===== config.mk =====
export PLATFORM = sky130hd
export DESIGN_NAME = ram_parity_scrubber_flat
export DESIGN_NICKNAME = d
export VERILOG_FILES = /design/src/rtl/ram_parity_scrubber_if.sv /design/src/rtl/ram_parity_scrubber.sv /design/src/flat_wrapper.sv
export SDC_FILE = /design/constraint.sdc
export NUM_CORES = 1
export LEC_CHECK = 0
export CORE_MARGIN = 4
export CORE_UTILIZATION = 25
export CTS_CLUSTER_DIAMETER = 30
export CTS_CLUSTER_SIZE = 10
export DETAILED_ROUTE_END_ITERATION = 10
export GPL_TIMING_DRIVEN = 0
export HOLD_SLACK_MARGIN = 0.15
export PLACE_DENSITY = 0.59
export SLEW_MARGIN = 10
export SYNTH_ARGS = -nofsm -noshare
export SYNTH_HDL_FRONTEND = slang
export SYNTH_SLANG_ARGS = --single-unit
export TNS_END_PERCENT = 100

===== constraint.sdc =====
create_clock -name clk -period 6.45 [get_ports clk]
set_input_delay 0.645 -clock clk [delete_from_list [all_inputs] [get_ports clk]]
set_output_delay 0.645 -clock clk [all_outputs]
set_load 0.01 [all_outputs]

===== src/rtl/ram_parity_scrubber_if.sv =====
// RAM port bundle between the parity scrubber (master) and the
// second port of the dual-port data RAM (slave).
interface ram_parity_scrubber_if #(
   parameter int unsigned dat_width = 32,
   parameter int unsigned adr_width = 32
) ();
   logic [adr_width-1:0] ram_adr_o;
   logic                 ram_re_o;
   logic                 ram_we_o;
   logic [dat_width-1:0] ram_dat_o;
   logic [dat_width-1:0] ram_dat_i;
   logic                 ram_par_i;
   logic                 port_busy_i;

   modport master (
      output ram_adr_o, ram_re_o, ram_we_o, ram_dat_o,
      input  ram_dat_i, ram_par_i, port_busy_i
   );

   modport slave (
      input  ram_adr_o, ram_re_o, ram_we_o, ram_dat_o,
      output ram_dat_i, ram_par_i, port_busy_i
   );
endinterface


===== src/rtl/ram_parity_scrubber.sv =====
// Background even-parity scrubber for a RAM port: reads one word per step, logs mismatches.
// Optional write-back of mismatching words is enabled by defining SCRUB_WRITEBACK_EN.
module ram_parity_scrubber #(
   parameter int unsigned dat_width = 32,
   parameter int unsigned adr_width = 32,
   parameter int unsigned mem_size  = 1024,
   parameter int unsigned interval  = 16,
   parameter int unsigned cnt_width = 16
) (
   input  logic                 clk,
   input  logic                 rst_n_i,
   input  logic                 start_i,
   input  logic                 continuous_i,
   input  logic                 abort_i,
   ram_parity_scrubber_if.master bus,
   output logic                 busy_o,
   output logic                 done_o,
   output logic [cnt_width-1:0] err_cnt_o,
   output logic [adr_width-1:0] first_err_adr_o,
   output logic [adr_width-1:0] last_err_adr_o,
   output logic                 irq_o,
   input  logic                 irq_clr_i
);

   localparam int unsigned gap_width = (interval > 1) ? $clog2(interval) : 1;
   localparam logic [adr_width-1:0] last_adr = adr_width'(mem_size - 1);
   localparam logic [cnt_width-1:0] cnt_max  = '1;

`ifdef SCRUB_WRITEBACK_EN
   typedef enum logic [2:0] {IDLE, ISSUE, WAIT, CHECK, GAP, WB} state_t;
`else
   typedef enum logic [2:0] {IDLE, ISSUE, WAIT, CHECK, GAP} state_t;
`endif

   state_t               state;
   logic [adr_width-1:0] ptr;
   logic [gap_width-1:0] gap_cnt;
   logic [adr_width-1:0] adr_q;
   logic                 re_q;
   logic                 we_q;
   logic [dat_width-1:0] dat_q;
   logic                 mismatch_c;
   logic                 gap_last_c;
   logic                 wb_need_c;
   logic                 advance_c;

   assign bus.ram_adr_o = adr_q;
   assign bus.ram_re_o  = re_q;
   assign bus.ram_we_o  = we_q;
   assign bus.ram_dat_o = dat_q;

   always_comb begin
      mismatch_c = ((^bus.ram_dat_i) != bus.ram_par_i);
      gap_last_c = (gap_cnt == gap_width'(interval - 1));
`ifdef SCRUB_WRITEBACK_EN
      wb_need_c  = mismatch_c;
`else
      wb_need_c  = 1'b0;
`endif
   end

   // End of a scrub step: the point where the pointer advances or the pass ends.
   always_comb begin
      advance_c = 1'b0;
      case (state)
         CHECK:   advance_c = (interval == 0) && !wb_need_c;
         GAP:     advance_c = !abort_i && gap_last_c;
`ifdef SCRUB_WRITEBACK_EN
         WB:      advance_c = (interval == 0) && !bus.port_busy_i;
`endif
         default: advance_c = 1'b0;
      endcase
   end

   always_ff @(posedge clk) begin
      if (!rst_n_i) begin
         state           <= IDLE;
         ptr             <= '0;
         gap_cnt         <= '0;
         adr_q           <= '0;
         re_q            <= 1'b0;
         we_q            <= 1'b0;
         dat_q           <= '0;
         busy_o          <= 1'b0;
         done_o          <= 1'b0;
         err_cnt_o       <= '0;
         first_err_adr_o <= '0;
         last_err_adr_o  <= '0;
         irq_o           <= 1'b0;
      end else begin
         re_q   <= 1'b0;
         we_q   <= 1'b0;
         done_o <= 1'b0;

         // Error log; a mismatch in the same cycle as a clear wins over the clear.
         if (irq_clr_i) begin
            err_cnt_o       <= '0;
            first_err_adr_o <= '0;
            last_err_adr_o  <= '0;
            irq_o           <= 1'b0;
         end
         if (state == CHECK && mismatch_c) begin
            if (irq_clr_i || err_cnt_o == '0) first_err_adr_o <= ptr;
            if (irq_clr_i)
               err_cnt_o <= cnt_width'(1);
            else if (err_cnt_o != cnt_max)
               err_cnt_o <= err_cnt_o + cnt_width'(1);
            last_err_adr_o <= ptr;
            irq_o          <= 1'b1;
         end

         case (state)
            IDLE: begin
               if (start_i) begin
                  state  <= ISSUE;
                  ptr    <= '0;
                  busy_o <= 1'b1;
               end
            end
            ISSUE: begin
               if (abort_i) begin
                  state  <= IDLE;
                  busy_o <= 1'b0;
               end else if (!bus.port_busy_i) begin
                  re_q  <= 1'b1;
                  adr_q <= ptr;
                  state <= WAIT;
               end
            end
            WAIT: state <= CHECK;
            CHECK: begin
               gap_cnt <= '0;
               state   <= GAP;
`ifdef SCRUB_WRITEBACK_EN
               if (mismatch_c) begin
                  dat_q <= bus.ram_dat_i;
                  state <= WB;
               end
`endif
            end
            GAP: begin
               if (abort_i) begin
                  state  <= IDLE;
                  busy_o <= 1'b0;
               end else begin
                  gap_cnt <= gap_cnt + gap_width'(1);
               end
            end
`ifdef SCRUB_WRITEBACK_EN
            WB: begin
               if (!bus.port_busy_i) begin
                  we_q    <= 1'b1;
                  adr_q   <= ptr;
                  gap_cnt <= '0;
                  state   <= GAP;
               end
            end
`endif
            default: begin
               state  <= IDLE;
               busy_o <= 1'b0;
            end
         endcase

         if (advance_c) begin
            if (ptr == last_adr) begin
               done_o <= 1'b1;
               if (continuous_i) begin
                  ptr   <= '0;
                  state <= ISSUE;
               end else begin
                  state  <= IDLE;
                  busy_o <= 1'b0;
               end
            end else begin
               ptr   <= ptr + adr_width'(1);
               state <= ISSUE;
            end
         end
      end
   end

endmodule


===== src/flat_wrapper.sv =====
// flat-port wrapper written by rule: the top's interface ports become plain ports
module ram_parity_scrubber_flat 
#(
   parameter int unsigned dat_width = 32,
   parameter int unsigned adr_width = 32,
   parameter int unsigned mem_size  = 1024,
   parameter int unsigned interval  = 16,
   parameter int unsigned cnt_width = 16
)
  (clk, rst_n_i, start_i, continuous_i, abort_i, busy_o, done_o, err_cnt_o, first_err_adr_o, last_err_adr_o, irq_o, irq_clr_i, bus_ram_adr_o, bus_ram_re_o, bus_ram_we_o, bus_ram_dat_o, bus_ram_dat_i, bus_ram_par_i, bus_port_busy_i);
  ram_parity_scrubber_if #(.dat_width(dat_width), .adr_width(adr_width)) bus_i ();
  input  logic clk;
  input  logic rst_n_i;
  input  logic start_i;
  input  logic continuous_i;
  input  logic abort_i;
  output logic busy_o;
  output logic done_o;
  output logic [cnt_width-1:0] err_cnt_o;
  output logic [adr_width-1:0] first_err_adr_o;
  output logic [adr_width-1:0] last_err_adr_o;
  output logic irq_o;
  input  logic irq_clr_i;
  output wire logic [$bits(bus_i.ram_adr_o)-1:0] bus_ram_adr_o;
  output wire logic [$bits(bus_i.ram_re_o)-1:0] bus_ram_re_o;
  output wire logic [$bits(bus_i.ram_we_o)-1:0] bus_ram_we_o;
  output wire logic [$bits(bus_i.ram_dat_o)-1:0] bus_ram_dat_o;
  input wire logic [$bits(bus_i.ram_dat_i)-1:0] bus_ram_dat_i;
  input wire logic [$bits(bus_i.ram_par_i)-1:0] bus_ram_par_i;
  input wire logic [$bits(bus_i.port_busy_i)-1:0] bus_port_busy_i;
  assign bus_ram_adr_o = bus_i.ram_adr_o;
  assign bus_ram_re_o = bus_i.ram_re_o;
  assign bus_ram_we_o = bus_i.ram_we_o;
  assign bus_ram_dat_o = bus_i.ram_dat_o;
  assign bus_i.ram_dat_i = bus_ram_dat_i;
  assign bus_i.ram_par_i = bus_ram_par_i;
  assign bus_i.port_busy_i = bus_port_busy_i;
  ram_parity_scrubber #(.dat_width(dat_width), .adr_width(adr_width), .mem_size(mem_size), .interval(interval), .cnt_width(cnt_width)) u_core (.clk(clk), .rst_n_i(rst_n_i), .start_i(start_i), .continuous_i(continuous_i), .abort_i(abort_i), .bus(bus_i), .busy_o(busy_o), .done_o(done_o), .err_cnt_o(err_cnt_o), .first_err_adr_o(first_err_adr_o), .last_err_adr_o(last_err_adr_o), .irq_o(irq_o), .irq_clr_i(irq_clr_i));
endmodule

# == After elaboration in Yosys (flattened, before gate mapping) ==
# Index checks and enable logic that the tools add are counted.
# op_classes
add_sub_neg,3
eq_ne,12
muxes,35
bitwise_logic,4
n_reduce_logical,16
# ops
op,count
32-bit 2-to-1 mux,10
16-bit 2-to-1 mux,4
"32-bit by 1-bit adder with 32-bit output, second input constant",1
"32-bit by 10-bit == test with 1-bit output, second input constant",1
32-bit parity,1
"16-bit by 1-bit adder with 16-bit output, second input constant",1
16-bit zero test,1
"16-bit inequality test, second input constant",1
3-bit 2-to-1 mux,5
3-bit case mux with 5 select lines,1
1-bit 2-to-1 mux,12
4-bit case mux with 2 select lines,1
"3-bit by 2-bit == test with 1-bit output, second input constant",2
"3-bit by 2-bit inequality test with 1-bit output, second input constant",2
3-bit AND reduction,2
"4-bit by 1-bit adder with 4-bit output, second input constant",1
"4-bit == test, second input constant",1
4-bit 2-to-1 mux,1
"4-bit by 3-bit inequality test with 1-bit output, second input constant",1
1-bit inverter,4
2-bit AND reduction,2
2-bit nonzero test,2
2-bit OR reduction,2
"3-bit by 1-bit == test with 1-bit output, second input constant",1
9 further kinds,10
# word_totals
register_bits,155
in_bits,40
out_inout_bits,149
elab_cells,81

# == Depth between registers and ports, before layout ==
# depth
ltp_word,6
mapped_depth,11
mapped_depth_nobuf,9

# == Worst setup path after synthesis ==
# Ideal clock, no wire load.
# synth_timing
path_kind,input to register
startpoint,in bus_ram_dat_i[29]
endpoint,reg u_core.err_cnt_o[14]
setup_ns,0.116
arrival_ns,2.493
t_required_ns,6.334
setup_slack_ns,3.841
path_stages,7
n_path_buf,0
cell_sequence,xnor2_1 xnor2_1 xnor2_1 xnor3_2 xor2_2 or4_1 o211a_1
# synth_via
elab_chain_cells,4
# synth_lines
item,line_no,source
"start, declared",flat_wrapper.sv:28,input wire logic [$bits(bus_i.ram_dat_i)-1:0] bus_ram_dat_i;
32-bit parity,ram_parity_scrubber.sv:53,mismatch_c = ((^bus.ram_dat_i) != bus.ram_par_i);
1-bit inequality test,ram_parity_scrubber.sv:53,
1-bit logical AND,ram_parity_scrubber.sv:102,if (state == CHECK && mismatch_c) begin
16-bit 2-to-1 mux,ram_parity_scrubber.sv:102,
"end signal, assigned",ram_parity_scrubber.sv:105,err_cnt_o <= cnt_width'(1);
"end signal, assigned",ram_parity_scrubber.sv:107,err_cnt_o <= err_cnt_o + cnt_width'(1);
"end, declared",ram_parity_scrubber.sv:18,"output logic [cnt_width-1:0] err_cnt_o,"
# No other way between the ends.
# A chain may end at the register's enable or synchronous reset.

# == Worst setup path after layout ==
# layout_timing
startpoint,in bus_ram_dat_i[14]
endpoint,reg u_core.last_err_adr_o[16]
# layout_via
elab_chain_cells,4
elab_cells_between_ends,5
classes_between,eq/ne (1); mux (1); reduce/logical (3)
# layout_lines
item,line_no,source
32-bit parity (*),ram_parity_scrubber.sv:53,
1-bit inequality test (*),ram_parity_scrubber.sv:53,
1-bit logical AND (*),ram_parity_scrubber.sv:102,
32-bit 2-to-1 mux / 2-bit nonzero test (equally long branches),--,
"end signal, assigned",ram_parity_scrubber.sv:108,last_err_adr_o <= ptr;
"end, declared",ram_parity_scrubber.sv:20,"output logic [adr_width-1:0] last_err_adr_o,"
# Every way passes the cells marked *; elsewhere a longest branch is shown, timed or not.

==> out/results.txt <==
Run status = completed
Gate power share = 0.141
Routed Antenna Nets = 0
PortBufs = 154
P_int = 0.00166 W
Synth area leaders = dfxtp_1 44%, a21oi_1 7.7%, nand2_1 7.3%, a22o_1 4.0%, buf_4 3.5%
Placeable Area = 27900 um^2
R2R Setup Slk = 3.30 ns
Vias in the first global route = 6411
Most common cell in the netlist = dfxtp_1
CTS Hold Bufs = 0
Num CTS Buffers = 17
Worst-Margin Slew = 0.931 ns
Worst setup margin = 3.27 ns
Register area = 3100 um^2
Share of cells above drive strength 1 = 0.0857
Ports = 189
ANT cells = 0
Post-Synth Simple-Gate Area = 0.237
Leak = 3.31 nW
Crit end category = register
Rows = 61
Class of the worst hold path = register to register
Mapped cell area = 7060 um^2
Via total after detailed routing = 6833
Compound-Gate Fraction of Synth Area = 0.189
Initial DRC Count = 475
Die area = 31000 um^2
Max Slew Vio Count = 0
Clock Tree Root = clkbuf_16
# resized after CTS = 0
RSZ-0062 raised after global routing = false
First drt pass iteration count = 5
Distinct cells, synth = 58
Min Tclk post-route = 3.18 ns
Mapped Cells = 844
Pwr Density = 234 nW/um^2
Synth async-reset ratio = 0
Worst-path fanout max = 10
Final hold vios = 0
Setup TNS = 0 ns
Chip width = 176 um
DP Wirelength = 17400 um
Synth Warn # = 0
XOR/XNOR Fraction of Synth Area = 0.0471
Largest family of logic cells by synthesized area = simple AND/OR/NAND/NOR gates
Post-synth top area cell = dfxtp_1
VDD IR max = 0.173 mV
Worst reg2reg path depth = 8
CTS H-tree lvls = 4
Post-synthesis mux area share = 0.00461
Commonest cells post-synth = 155 x dfxtp_1, 137 x nand2_1, 109 x a21oi_1
Fill count = 2924
Slew headroom = 0.374
Most used DFF post-synth = dfxtp_1
Hold Slack = 0.452 ns
Layout area overhead = 38.6%
Area of the multi-input gates = 3550 um^2
Initial Util = 0.253
Clk pwr share = 0.439
Clock sink total = 155
Die Y = 176 um
Final net count = 1093
Setup slack at placement = 2.84 ns
Worst Path Required = 6.81 ns
Gr usage total = 0.149
CP endpoint = u_core.last_err_adr_o[16]
Post-synth EDFFs = 0
WL/cell = 16.6 um
Flop pwr share = 0.420
FF-to-FF End = u_core.ptr[17]
Drt drc = 0
Reg clk slew, reported paths = 0.06 ns
Non-Filler Instances = 1440
CP Class = primary input to register
Fin crit share = 0.493
Post-Synth Adder-Cell Area = 0.00709
Global route overflow = 0
Syn Area/Cell = 8.37 um^2
Largest net degree at the start of global routing = 17
Sequential fraction of the synthesis area = 0.439
CTS max path bufs = 2
Sw Share = 0.272
Clk_skew = 0.0132 ns
Initial antenna violation count = 0
FF+latch count, synth = 155
Max Freq = 0.314 GHz
Yosys top cell area share = 0.439
Post-CTS Setup Inserts = 0
Data arrival, critical path = 3.54 ns
First-pass GRT wire length = 36400 um
Final setup violation count = 0
DRT Wirelength = 23900 um
Clk_lat worst skew = 0.43 ns
Worst Setup SP = bus_ram_dat_i[14]
Max-Cap Viols = 0
GPL Wtd Cong = 0.851
R2r startpoint = u_core.ptr[4]
Critical Path Source Type = primary input
Inst Count DP = 1408
NetSw = 0.000622 W
CTS tree = yes
Vias per Instance = 4.75
==> stage by stage <==
| step | total power (W) | instance area [um^2] | util |
|---|---|---|---|
| global placement | 0.00131 | 9200 | 0.330 |
| floorplan | 0.00120 | 7180 | - |
| CTS | 0.00231 | 9790 | 0.351 |
| global route | 0.00238 | 9790 | 0.351 |
| finish | 0.00229 | 9790 | 0.351 |
| detailed placement | 0.00131 | 9200 | 0.330 |
==> registers in the layout, summed over array words and instances (netlist names), 3 cells and up <==
name and count:
u_core.first_err_adr_o 32, u_core.bus.ram_adr_o 32, u_core.gap_cnt 4, u_core.state 3
u_core.last_err_adr_o 32, u_core.ptr 32, u_core.err_cnt_o 16
==> power groups by stage <==
| stage | Clock (W) | Combinational [W] | Sequential [W] |
|---|---|---|---|
| CTS | 0.00103 | 0.000326 | 0.000960 |
| floorplan | 0 | 0.000223 | 0.000982 |
| global route | 0.00107 | 0.000350 | 0.000960 |
| detailed placement | 0 | 0.000325 | 0.000982 |
| global placement | 0 | 0.000324 | 0.000982 |
| finish | 0.00100 | 0.000323 | 0.000960 |
==> worst min-delay path by stage <==
| stage | from | end | slack (ns) | depth (start not counted) |
|---|---|---|---|---|
| CTS | u_core.bus.ram_adr_o[24] | u_core.bus.ram_adr_o[24] | 0.46 | 2 |
| floorplan | u_core.gap_cnt[1] | u_core.gap_cnt[1] | 0.46 | 2 |
| detailed placement | u_core.bus.ram_adr_o[24] | u_core.bus.ram_adr_o[24] | 0.45 | 2 |
| global placement | u_core.irq_o | u_core.irq_o | 0.44 | 1 |
| finish | u_core.bus.ram_adr_o[0] | u_core.bus.ram_adr_o[0] | 0.45 | 2 |
| global route | u_core.bus.ram_adr_o[25] | u_core.bus.ram_adr_o[25] | 0.47 | 2 |
==> placed cells by master (no fill, tap or decap), types with 5 or more instances in the layout <==
cell             count
and3_1               8
and4_1               5
a31oi_1             10
or3b_1              24
xnor2_1             25
nor2_1              46
clkdlybuf4s50_1    154
clkbuf_16           17
conb_1              33
clkinvlp_4           6
clkbuf_1            51
inv_1               11
nand2_1            137
buf_2               12
or3b_2               7
a21oi_1            109
nor3_1              22
o31ai_1              7
o21ai_0             31
nand4_1             10
a22o_1              32
dfxtp_1            155
nor4_1               9
nand3_1             19
nand2b_1             5
buf_4               33
or4_1                8
or3_1                6
==> cells by family after synthesis <==
group                      count (synthesis)
muxes                                      2
AOI/OAI and AO/OA                        217
other                                      1
xor gates and xnor gates                  33
DFF                                      155
adders and majority gates                  4
and+or+nand+nor                          327
buffers and inverters                    105
==> critical path, stage by stage <==
cell and delay [ns]:
clkdlybuf4s50_1 0.48, xor2_1 0.19, xnor2_1 0.11, xnor2_1 0.24
xnor3_2 0.49, xnor2_2 0.24, a21oi_1 0.57, buf_2 0.39
a22o_1 0.19
==> layer usage <==
metal	GRT usage	wire length [um]	up-vias
met5	0	0	-
met4	0.0409	435	0
met3	0.0418	1760	27
met2	0.234	10600	236
met1	0.203	11100	3228
li1	-	-	3342
==> cell type report <==
| type | count | area share |
|---|---|---|
| buffer | 94 | 0.0502 |
| clock buffer | 20 | 0.0456 |
| clock inverter | 12 | 0.0143 |
| inverter | 11 | 0.00422 |
| multi-input combinational | 616 | 0.363 |
| sequential | 155 | 0.317 |
| tap | 378 | 0.0483 |
| timing repair buffer | 154 | 0.157 |
Note: power is estimated with default switching activity, not from simulation.
